### src/rtl/heap_sort_pkg.sv
// Shared types and constants for the parametrised heap sorter.
// The optional cycle counter in heap_sort_param is built only when SORT_PERF_EN is defined.
package heap_sort_pkg;

    typedef enum logic [2:0] {
        IDLE,
        LOAD,
        BUILD,
        HEAPIFY,
        WRITE,
        EXTRACT,
        FIN
    } state_t;

    // Where HEAPIFY returns once the sift-down settles.
    typedef enum logic {
        RET_BUILD,
        RET_WRITE
    } ret_t;

    // Worst-case busy cycles for a sort of n elements (n a power of 2).
    function automatic int worst_case_cycles(input int n);
        int lg;
        lg = $clog2(n);
        return n + (n / 2) * (1 + lg) + n * (2 + lg) + 2;
    endfunction

    localparam int MAX_CYCLES_DEFAULT = worst_case_cycles(16);

endpackage

### src/rtl/heap_child_select.sv
// Picks which of node idx and its two children should sit at idx:
// the largest for a max-heap (desc=0) or the smallest for a min-heap (desc=1).
module heap_child_select
    import heap_sort_pkg::*;
#(
    parameter int DATA_W = 8,
    parameter int IW     = 6
) (
    input  logic [IW-1:0]     idx,
    input  logic [IW-1:0]     num,
    input  logic [DATA_W-1:0] val_idx,
    input  logic [DATA_W-1:0] val_l,
    input  logic [DATA_W-1:0] val_r,
    input  logic              desc,
    output logic [IW-1:0]     pick
);

    logic [IW-1:0]     l_idx;
    logic [IW-1:0]     r_idx;
    logic [DATA_W-1:0] best;

    // NOTE: blocking assignments here are deliberate; best must carry the left
    // child's value into the right-child comparison within the same evaluation.
    always_comb begin
        l_idx = idx << 1;
        r_idx = l_idx | IW'(1);
        pick  = idx;
        best  = val_idx;
        // Strict comparisons: ties keep idx, and the left child wins over the right.
        if (l_idx <= num && (desc ? (val_l < best) : (val_l > best))) begin
            pick = l_idx;
            best = val_l;
        end
        if (r_idx <= num && (desc ? (val_r < best) : (val_r > best))) begin
            pick = r_idx;
        end
    end

endmodule

### src/rtl/heap_sort_param.sv
// Heap sorter: loads N words from an async ROM, heap-sorts them in place and writes
// them to RAM 0..N-1 ascending or descending. Define SORT_PERF_EN to build cycle_count.
module heap_sort_param
    import heap_sort_pkg::*;
#(
    parameter int DATA_W = 8,
    parameter int DEPTH  = 16,
    parameter int AW     = $clog2(DEPTH),
    parameter int CW     = $clog2(DEPTH) + 1
) (
    input  logic              clk,
    input  logic              reset,
    input  logic              start,
    input  logic [CW-1:0]     num_elems,
    input  logic              desc,
    output logic              busy,
    output logic              done,
    output logic              rom_rd,
    output logic [AW-1:0]     rom_a,
    input  logic [DATA_W-1:0] rom_q,
    output logic              ram_valid,
    output logic [AW-1:0]     ram_a,
    output logic [DATA_W-1:0] ram_d,
    output logic [31:0]       cycle_count
);

    // One extra bit so child index 2*idx+1 cannot wrap at DEPTH.
    localparam int IW = CW + 1;

    state_t            state, state_n;
    ret_t              ret, ret_n;
    logic              desc_r, desc_n;
    logic [IW-1:0]     num, num_n;
    logic [IW-1:0]     ld_cnt, ld_cnt_n;
    logic [IW-1:0]     i_cnt, i_cnt_n;
    logic [IW-1:0]     idx, idx_n;

    logic [DATA_W-1:0] heap [1:DEPTH];

    logic              wr0_en, wr1_en;
    logic [IW-1:0]     wr0_a, wr1_a;
    logic [DATA_W-1:0] wr0_d, wr1_d;

    logic [IW-1:0]     l_idx, r_idx, pick;
    logic [DATA_W-1:0] val_idx, val_l, val_r, val_pick, val_last;
    logic [CW-1:0]     n_clamp;

    // Out-of-range indices read as 0; callers mask them with the heap size anyway.
    function automatic logic [DATA_W-1:0] heap_rd(input logic [IW-1:0] a);
        heap_rd = '0;
        for (int k = 1; k <= DEPTH; k++) begin
            if (a == IW'(k)) heap_rd = heap[k];
        end
    endfunction

    assign l_idx    = idx << 1;
    assign r_idx    = l_idx | IW'(1);
    assign val_idx  = heap_rd(idx);
    assign val_l    = heap_rd(l_idx);
    assign val_r    = heap_rd(r_idx);
    assign val_last = heap_rd(num);
    assign val_pick = (pick == l_idx) ? val_l : val_r;
    assign n_clamp  = (num_elems > CW'(DEPTH)) ? CW'(DEPTH) : num_elems;

    heap_child_select #(
        .DATA_W (DATA_W),
        .IW     (IW)
    ) u_child_select (
        .idx     (idx),
        .num     (num),
        .val_idx (val_idx),
        .val_l   (val_l),
        .val_r   (val_r),
        .desc    (desc_r),
        .pick    (pick)
    );

    // NOTE: every signal gets a default before the case so no latch is inferred.
    always_comb begin
        state_n  = state;
        ret_n    = ret;
        desc_n   = desc_r;
        num_n    = num;
        ld_cnt_n = ld_cnt;
        i_cnt_n  = i_cnt;
        idx_n    = idx;
        wr0_en   = 1'b0;
        wr0_a    = idx;
        wr0_d    = val_pick;
        wr1_en   = 1'b0;
        wr1_a    = pick;
        wr1_d    = val_idx;

        case (state)
            IDLE: begin
                if (start) begin
                    if (n_clamp == '0) begin
                        state_n = FIN;
                    end else begin
                        num_n    = IW'(n_clamp);
                        desc_n   = desc;
                        ld_cnt_n = '0;
                        state_n  = LOAD;
                    end
                end
            end
            LOAD: begin
                wr0_en   = 1'b1;
                wr0_a    = ld_cnt + IW'(1);
                wr0_d    = rom_q;
                ld_cnt_n = ld_cnt + IW'(1);
                if (ld_cnt == num - IW'(1)) begin
                    if (num == IW'(1)) begin
                        state_n = WRITE;
                    end else begin
                        i_cnt_n = num >> 1;
                        state_n = BUILD;
                    end
                end
            end
            BUILD: begin
                idx_n   = i_cnt;
                i_cnt_n = i_cnt - IW'(1);
                ret_n   = (i_cnt > IW'(1)) ? RET_BUILD : RET_WRITE;
                state_n = HEAPIFY;
            end
            HEAPIFY: begin
                if (pick != idx) begin
                    wr0_en = 1'b1;
                    wr1_en = 1'b1;
                    idx_n  = pick;
                end else begin
                    state_n = (ret == RET_BUILD) ? BUILD : WRITE;
                end
            end
            WRITE: begin
                state_n = (num == IW'(1)) ? FIN : EXTRACT;
            end
            EXTRACT: begin
                wr0_en  = 1'b1;
                wr0_a   = IW'(1);
                wr0_d   = val_last;
                num_n   = num - IW'(1);
                idx_n   = IW'(1);
                ret_n   = RET_WRITE;
                state_n = HEAPIFY;
            end
            FIN: begin
                state_n = IDLE;
            end
            default: begin
                state_n = IDLE;
            end
        endcase
    end

    // NOTE: sequential state uses non-blocking assignments so every register
    // samples the values from before this edge.
    always_ff @(posedge clk) begin
        if (reset) begin
            state  <= IDLE;
            ret    <= RET_BUILD;
            desc_r <= 1'b0;
            num    <= '0;
            ld_cnt <= '0;
            i_cnt  <= '0;
            idx    <= '0;
        end else begin
            state  <= state_n;
            ret    <= ret_n;
            desc_r <= desc_n;
            num    <= num_n;
            ld_cnt <= ld_cnt_n;
            i_cnt  <= i_cnt_n;
            idx    <= idx_n;
        end
    end

    // NOTE: the heap array is not reset; every entry is loaded before it is read.
    always_ff @(posedge clk) begin
        for (int k = 1; k <= DEPTH; k++) begin
            if (wr0_en && wr0_a == IW'(k)) begin
                heap[k] <= wr0_d;
            end else if (wr1_en && wr1_a == IW'(k)) begin
                heap[k] <= wr1_d;
            end
        end
    end

    assign busy      = (state != IDLE) && (state != FIN);
    assign done      = (state == FIN);
    assign rom_rd    = (state == LOAD);
    assign rom_a     = ld_cnt[AW-1:0];
    assign ram_valid = (state == WRITE);
    // The root is written to the highest remaining address, so the order falls out of the heap type.
    assign ram_a     = ram_valid ? AW'(num - IW'(1)) : '0;
    assign ram_d     = ram_valid ? heap[1] : '0;

`ifdef SORT_PERF_EN
    logic [31:0] perf_cnt;

    always_ff @(posedge clk) begin
        if (reset) begin
            perf_cnt <= '0;
        end else if (state == IDLE && start) begin
            perf_cnt <= '0;
        end else if (busy) begin
            perf_cnt <= perf_cnt + 32'd1;
        end
    end

    assign cycle_count = perf_cnt;
`else
    assign cycle_count = '0;
`endif

endmodule

### config.mk
export PLATFORM = sky130hd
export DESIGN_NAME = heap_sort_param
export DESIGN_NICKNAME = d
export VERILOG_FILES = /design/src/rtl/heap_sort_pkg.sv /design/src/rtl/heap_child_select.sv /design/src/rtl/heap_sort_param.sv
export SDC_FILE = /design/constraint.sdc
export NUM_CORES = 1
export LEC_CHECK = 0
export ABC_AREA = 1
export CORE_MARGIN = 2
export CORE_UTILIZATION = 45
export CTS_BUF_LIST = sky130_fd_sc_hd__clkbuf_8
export DETAILED_ROUTE_END_ITERATION = 10
export PLACE_DENSITY = 0.74
export SLEW_MARGIN = 15
export SYNTH_ARGS = -nofsm -noshare
export SYNTH_HDL_FRONTEND = slang
export SYNTH_SLANG_ARGS = --single-unit
### constraint.sdc
create_clock -name clk -period 5.7 [get_ports clk]
set_input_delay 1.14 -clock clk [delete_from_list [all_inputs] [get_ports clk]]
set_output_delay 1.14 -clock clk [all_outputs]
set_load 0.005 [all_outputs]
==> impl_metrics.ini, run 1 <==
[sta]
tightest_slew_ns = 1.12
hold_viol = 0
finalSetupViolations = 261
fin_crit_sh_pct = 107
rsz0062_at_grt = yes
skew_ns = 0.0126
setup_slack_ns = -0.422
timing.slew.headroom_pct = 24.8
worst_hold_slack_ns = 0.524
slew_viol_final = 0
fmax_ghz = 0.163
fin_crit_ns = 6.12

[worst_setup_path]
cp_slowest_cell = dfxtp_4
critical_path_class = flip-flop to flip-flop
crit_top_cell = nand2_2
r2r_setup_slack_ns = -0.42
cp.arrival_ns = 6.38
start_kind = flip-flop
endpoint_kind = flip-flop
cp_top_family = simple AND/OR/NAND/NOR gates
cp_max_fo = 8
crit_buf_inv = 9
cpPeakStageDelay_ns = 0.37
critPathRequiredTime_ns = 5.96

[clock_tree]
path_clk_slew_ns = 0.09
cts_buffers = 17
clockRootBuffer = clkbuf_8
clk_path_buf_depth = 2
cts_tree = done
clk_latency_ns = 0.50
cts.htree.levels = 4
cts_sinks = 157
postCtsHoldBufs = 0

[finish]
layout_commonest_cell = nand2_1
fin_nets = 2197
diodes = 0
drive_above_1_share_pct = 30.6
postLayoutCellArea_sq_um = 17400
final_cell_mix = nand2_1 (512), buf_4 (250), inv_1 (188), nand3_1 (158), edfxtp_1 (128)
synthToLayoutAreaGrowth_pct = 35.2

[power]
ir_drop_uv = 482
total_power_w = 0.0131
p_leak_nw = 7.88
pwr_density_cell_nw_per_um2 = 752

[floorplan]
start_util_pct = 46.1
io_pins = 69
fp-row-count = 61
core_area_sq_um = 27900
die_area_sq_um = 30000
dieWidth_microns = 173
die_height_microns = 173

[grt]
antenna_found_initial = 1
overflow = 0
grt_util_all_layers_pct = 38.8
grt_max_degree = 22
grt_pass1_wl_microns = 86500
grt_pass1_vias = 13900

[placement]
gp_congestion = 1.04
port_buffers = 36
place_area_sq_um = 15400
dp_hpwl_microns = 44700

[logic_synthesis]
synth-async-reset-ratio_pct = 0
syn_inst = 1857
yosysWarnings = 0
synth_edf_count = 128
synth_area_sq_um = 12900
seq_area_frac_synth_pct = 34.4
ys_ff_latch = 157
synthDistinctLibCells = 64
ys.flop_type = edfxtp_1
syn_area_per_cell_sq_um = 6.93

[worst_hold_path]
hp-class = flip-flop to flip-flop

[run]
max_cap_viol_count = 0

[drt]
via_per_inst = 5.91
first_pass_iters = 8
routedWlPerCell_microns = 23.5
drt_iter0_markers = 1966
finalWirelength_microns = 59600
ant_nets = 0
vias = 15000
drc = 0

[status]
outcome = complete, but fails checks
violations = setup timing
[worst min-delay path, stage by stage (launching register included)]
cell and delay (ns):
dfxtp_1 0.35, nand2_1 0.08, a21oi_1 0.06
[final cells by class]
| class | count | area, sq um |
|---|---|---|
| clock buffers | 17 | 234 |
| clock inverters | 13 | 201 |
| fillers | 2541 | 10500 |
| inverters | 246 | 976 |
| multi-input cells | 1398 | 8170 |
| flip-flops and latches | 157 | 4450 |
| well taps | 378 | 473 |
| repair buffers | 329 | 2880 |
| repair inverters | 1 | 7.51 |
[cell families after synthesis]
kind of cell	synth area share [%]
other cells	0.0291
buf+inv	11.9
fa+ha+maj	2.92
flops	34.4
xor+xnor	0.545
compound gates	15.7
mux	0.0778
simple gates	34.4
[power by group]
part / switching, W / total [W] / internal (W)
Clock: 0.000440 / 0.000952 / 0.000512
Combinational: 0.00626 / 0.0100 / 0.00379
Sequential: 0.000129 / 0.00208 / 0.00195
[layer usage]
| metal | routed length (microns) | GRT usage [%] | up-vias |
|---|---|---|---|
| met4 | 3080 | 17.5 | 2 |
| met5 | 8 | 0 | - |
| met1 | 22600 | 49.7 | 6966 |
| met3 | 6920 | 8.82 | 244 |
| li1 | - | - | 6713 |
| met2 | 27000 | 62.7 | 1077 |
[cell usage after synthesis, types with 3 or more instances]
cell type | n | area [sq um]
o211ai_2 | 3 | 37.5
a211oi_1 | 6 | 45.0
o21ai_2 | 5 | 43.8
nor3_1 | 17 | 85.1
clkbuf_1 | 22 | 82.6
o221ai_1 | 4 | 35.0
inv_2 | 43 | 161
or2_2 | 6 | 37.5
nand4_1 | 12 | 75.1
nor2_8 | 3 | 60.1
o22ai_1 | 19 | 119
a221oi_1 | 3 | 26.3
o21a_1 | 5 | 37.5
inv_1 | 198 | 743
o211ai_1 | 8 | 60.1
clkinv_1 | 3 | 11.3
nor2_2 | 11 | 68.8
buf_6 | 13 | 146
dfxtp_1 | 29 | 581
nand2_2 | 23 | 144
o2111ai_1 | 21 | 184
nand3_2 | 4 | 40.0
a31oi_1 | 5 | 31.3
edfxtp_1 | 128 | 3840
nor2_4 | 16 | 180
buf_4 | 41 | 308
nor2_1 | 111 | 417
a21oi_1 | 110 | 551
nand3_1 | 184 | 921
a221oi_2 | 4 | 60.1
xor2_1 | 7 | 61.3
ha_1 | 30 | 375
o21ai_0 | 79 | 395
a21oi_2 | 5 | 43.8
o21ai_1 | 34 | 170
nand3b_2 | 3 | 33.8
nand4_2 | 4 | 50.1
nand2_1 | 594 | 2230
buf_2 | 11 | 55.1
a22oi_2 | 4 | 50.1
[sequential cells by signal, summed over array words and instances (netlist names)]
register  cells
num           6
i_cnt         6
heap        128
ld_cnt        6
ret           1
state         3
desc_r        1
idx           6
[through the flow]
stage,setup TNS [ns],utilization (%),worst slack (ns),instances
CTS,-57.80,58.9,-0.304,2526
finish,-83.66,62.2,-0.422,2539
global route,-141.26,62.2,-0.633,2539
global placement,-214.05,55.3,-0.902,2484
floorplan,-1.76,-,-0.110,1888
detailed placement,-220.20,55.3,-0.935,2484
[what timing repair did]
action,4_1_cts,5_1_grt
pin swaps,39,125
buffers inserted,11,14
resized for setup,119,206
gates cloned,2,1
endpoints found under the setup margin,265,265
[worst paths after layout]
kind,from,endpoint,cells after the start
max,idx[4]$_SDFFE_PP0P_,heap[0][130]$_DFFE_PP_,39
min,ld_cnt[4]$_SDFFE_PP0P_,ld_cnt[4]$_SDFFE_PP0P_,2
max reg2reg,idx[4]$_SDFFE_PP0P_,heap[0][130]$_DFFE_PP_,39
min reg2reg,ld_cnt[4]$_SDFFE_PP0P_,ld_cnt[4]$_SDFFE_PP0P_,2
Note: power is estimated with default switching activity, not from simulation.
==> inputs of run 2 (changes only) <==
Settings changed: CTS_BUF_LIST sky130_fd_sc_hd__clkbuf_8 to sky130_fd_sc_hd__clkbuf_4 sky130_fd_sc_hd__clkbuf_8.
==> impl_metrics.ini, run 2 (synthesized netlist as in run 1, its figures left out) <==
[finish]
finalNonFillerCells = 2539
final_util_pct = 62.2
postLayoutCellArea_sq_um = 17400
synthToLayoutAreaGrowth_pct = 35.1
diodes = 0
drive_above_1_share_pct = 30.6
largest_reg_flops = 128
layout_commonest_cell = nand2_1
final_cell_mix = nand2_1 (514), buf_4 (250), inv_1 (186), nand3_1 (159), edfxtp_1 (128)
top_register = heap
fin_nets = 2197

[floorplan]
dieWidth_microns = 173
start_util_pct = 46.1
core_area_sq_um = 27900
fp-row-count = 61
die_height_microns = 173
io_pins = 69
die_area_sq_um = 30000

[drt]
routedWlPerCell_microns = 23.5
vias = 14900
drt_iter0_markers = 1963
ant_nets = 0
first_pass_iters = 9
via_per_inst = 5.88
finalWirelength_microns = 59600
drc = 0

[sta]
timing.slew.headroom_pct = 24.0
tightest_slew_ns = 1.13
skew_ns = 0.0123
setup_slack_ns = -0.423
finalSetupViolations = 261
slew_viol_final = 0
worst_hold_slack_ns = 0.526
fin_crit_sh_pct = 107
rsz0062_at_grt = yes
fin_crit_ns = 6.12
hold_viol = 0
fmax_ghz = 0.163

[worst_setup_path]
cp_slowest_cell = dfxtp_4
critPathRequiredTime_ns = 5.95
r2r_end = heap[0][74]$_DFFE_PP_
start_kind = flip-flop
endpoint_kind = flip-flop
r2r_setup_slack_ns = -0.42
cpPeakStageDelay_ns = 0.37
cp-startpoint = idx[4]$_SDFFE_PP0P_
worst_r2r_path_depth = 39
r2r_start = idx[4]$_SDFFE_PP0P_
critical_path_class = flip-flop to flip-flop
cp.arrival_ns = 6.37
cp_max_fo = 8

[clock_tree]
clk_path_buf_depth = 2
postCtsHoldBufs = 0
clk_latency_ns = 0.50
cts_tree = done
path_clk_slew_ns = 0.08
cts_sinks = 157
clockRootBuffer = clkbuf_8
cts.htree.levels = 4
cts_buffers = 17

[worst_hold_path]
holdPathStages = 2
hp-class = flip-flop to flip-flop
holdPathEnd = ld_cnt[4]$_SDFFE_PP0P_
hold_start = ld_cnt[4]$_SDFFE_PP0P_

[grt]
antenna_found_initial = 1
grt_max_degree = 22
overflow = 0
grt_pass1_vias = 14000
grt_util_all_layers_pct = 38.8
grt_pass1_wl_microns = 86400

[placement]
dp_hpwl_microns = 44700
dp_cells = 2484
gp_congestion = 1.04
port_buffers = 36
place_area_sq_um = 15400

[status]
outcome = complete, but fails checks
violations = setup timing

[run]
max_cap_viol_count = 0

[power]
pwr_density_cell_nw_per_um2 = 750
ir_drop_uv = 474
p_leak_nw = 7.88
==> run 2: worst max path at each step <==
| stage | end | slack, ns | cells past startpoint |
|---|---|---|---|
| floorplan | heap[0][64]$_DFFE_PP_ | -0.11 | 42 |
| CTS | heap[0][39]$_DFFE_PP_ | -0.30 | 40 |
| global placement | heap[0][41]$_DFFE_PP_ | -0.90 | 40 |
| finish | heap[0][74]$_DFFE_PP_ | -0.42 | 39 |
| global route | heap[0][74]$_DFFE_PP_ | -0.64 | 46 |
| detailed placement | heap[0][31]$_DFFE_PP_ | -0.93 | 38 |
==> run 2: metal layers <==
| layer | GRT usage [%] | up-vias | share of wire (%) |
|---|---|---|---|
| met5 | 0 | - | 0.022 |
| met4 | 17.4 | 2 | 5.1 |
| met3 | 8.84 | 247 | 12 |
| met2 | 62.7 | 1030 | 45 |
| met1 | 49.7 | 6928 | 38 |
| li1 | - | 6712 | - |
==> run 2: cell type report <==
cell class	count	area, sq um
fillers	2537	10600
multi-input cells	1398	8150
flip-flops and latches	157	4450
repair buffers	329	2880
inverters	246	973
well taps	378	473
clock buffers	20	256
clock inverters	10	190
repair inverters	1	7.51
==> run 2: where the power goes <==
part	internal [W]	total (W)	leakage, nW	switching (W)
registers	0.00195	0.00208	1.40	0.000129
clock network	0.000532	0.000969	0.216	0.000437
logic	0.00377	0.00999	6.26	0.00622
total	0.00625	0.0130	7.88	0.00679
==> run 2: metrics by stage <==
stage	TNS [ns]	worst slack (ns)	total power [W]
finish	-85.82	-0.423	0.0130
global route	-144.37	-0.642	0.0137
CTS	-57.83	-0.304	0.0114
detailed placement	-220.20	-0.935	0.00967
global placement	-214.05	-0.902	0.00954
floorplan	-1.76	-0.110	0.00646
==> run 2: repair_timing <==
action	CTS	global route
resized for setup	119	200
pin swaps	39	122
cloned	2	1
setup buffers	11	14
setup endpoints to repair	265	265
==> run 2: critical path, delay by kind of cell (launching register included) <==
kind | cells | cell delay [ns]
buffers and inverters | 8 | 1.03
DFF | 1 | 0.37
adders and majority gates | 2 | 0.47
and+or+nand+nor | 19 | 2.22
AOI/OAI and AO/OA | 10 | 1.76
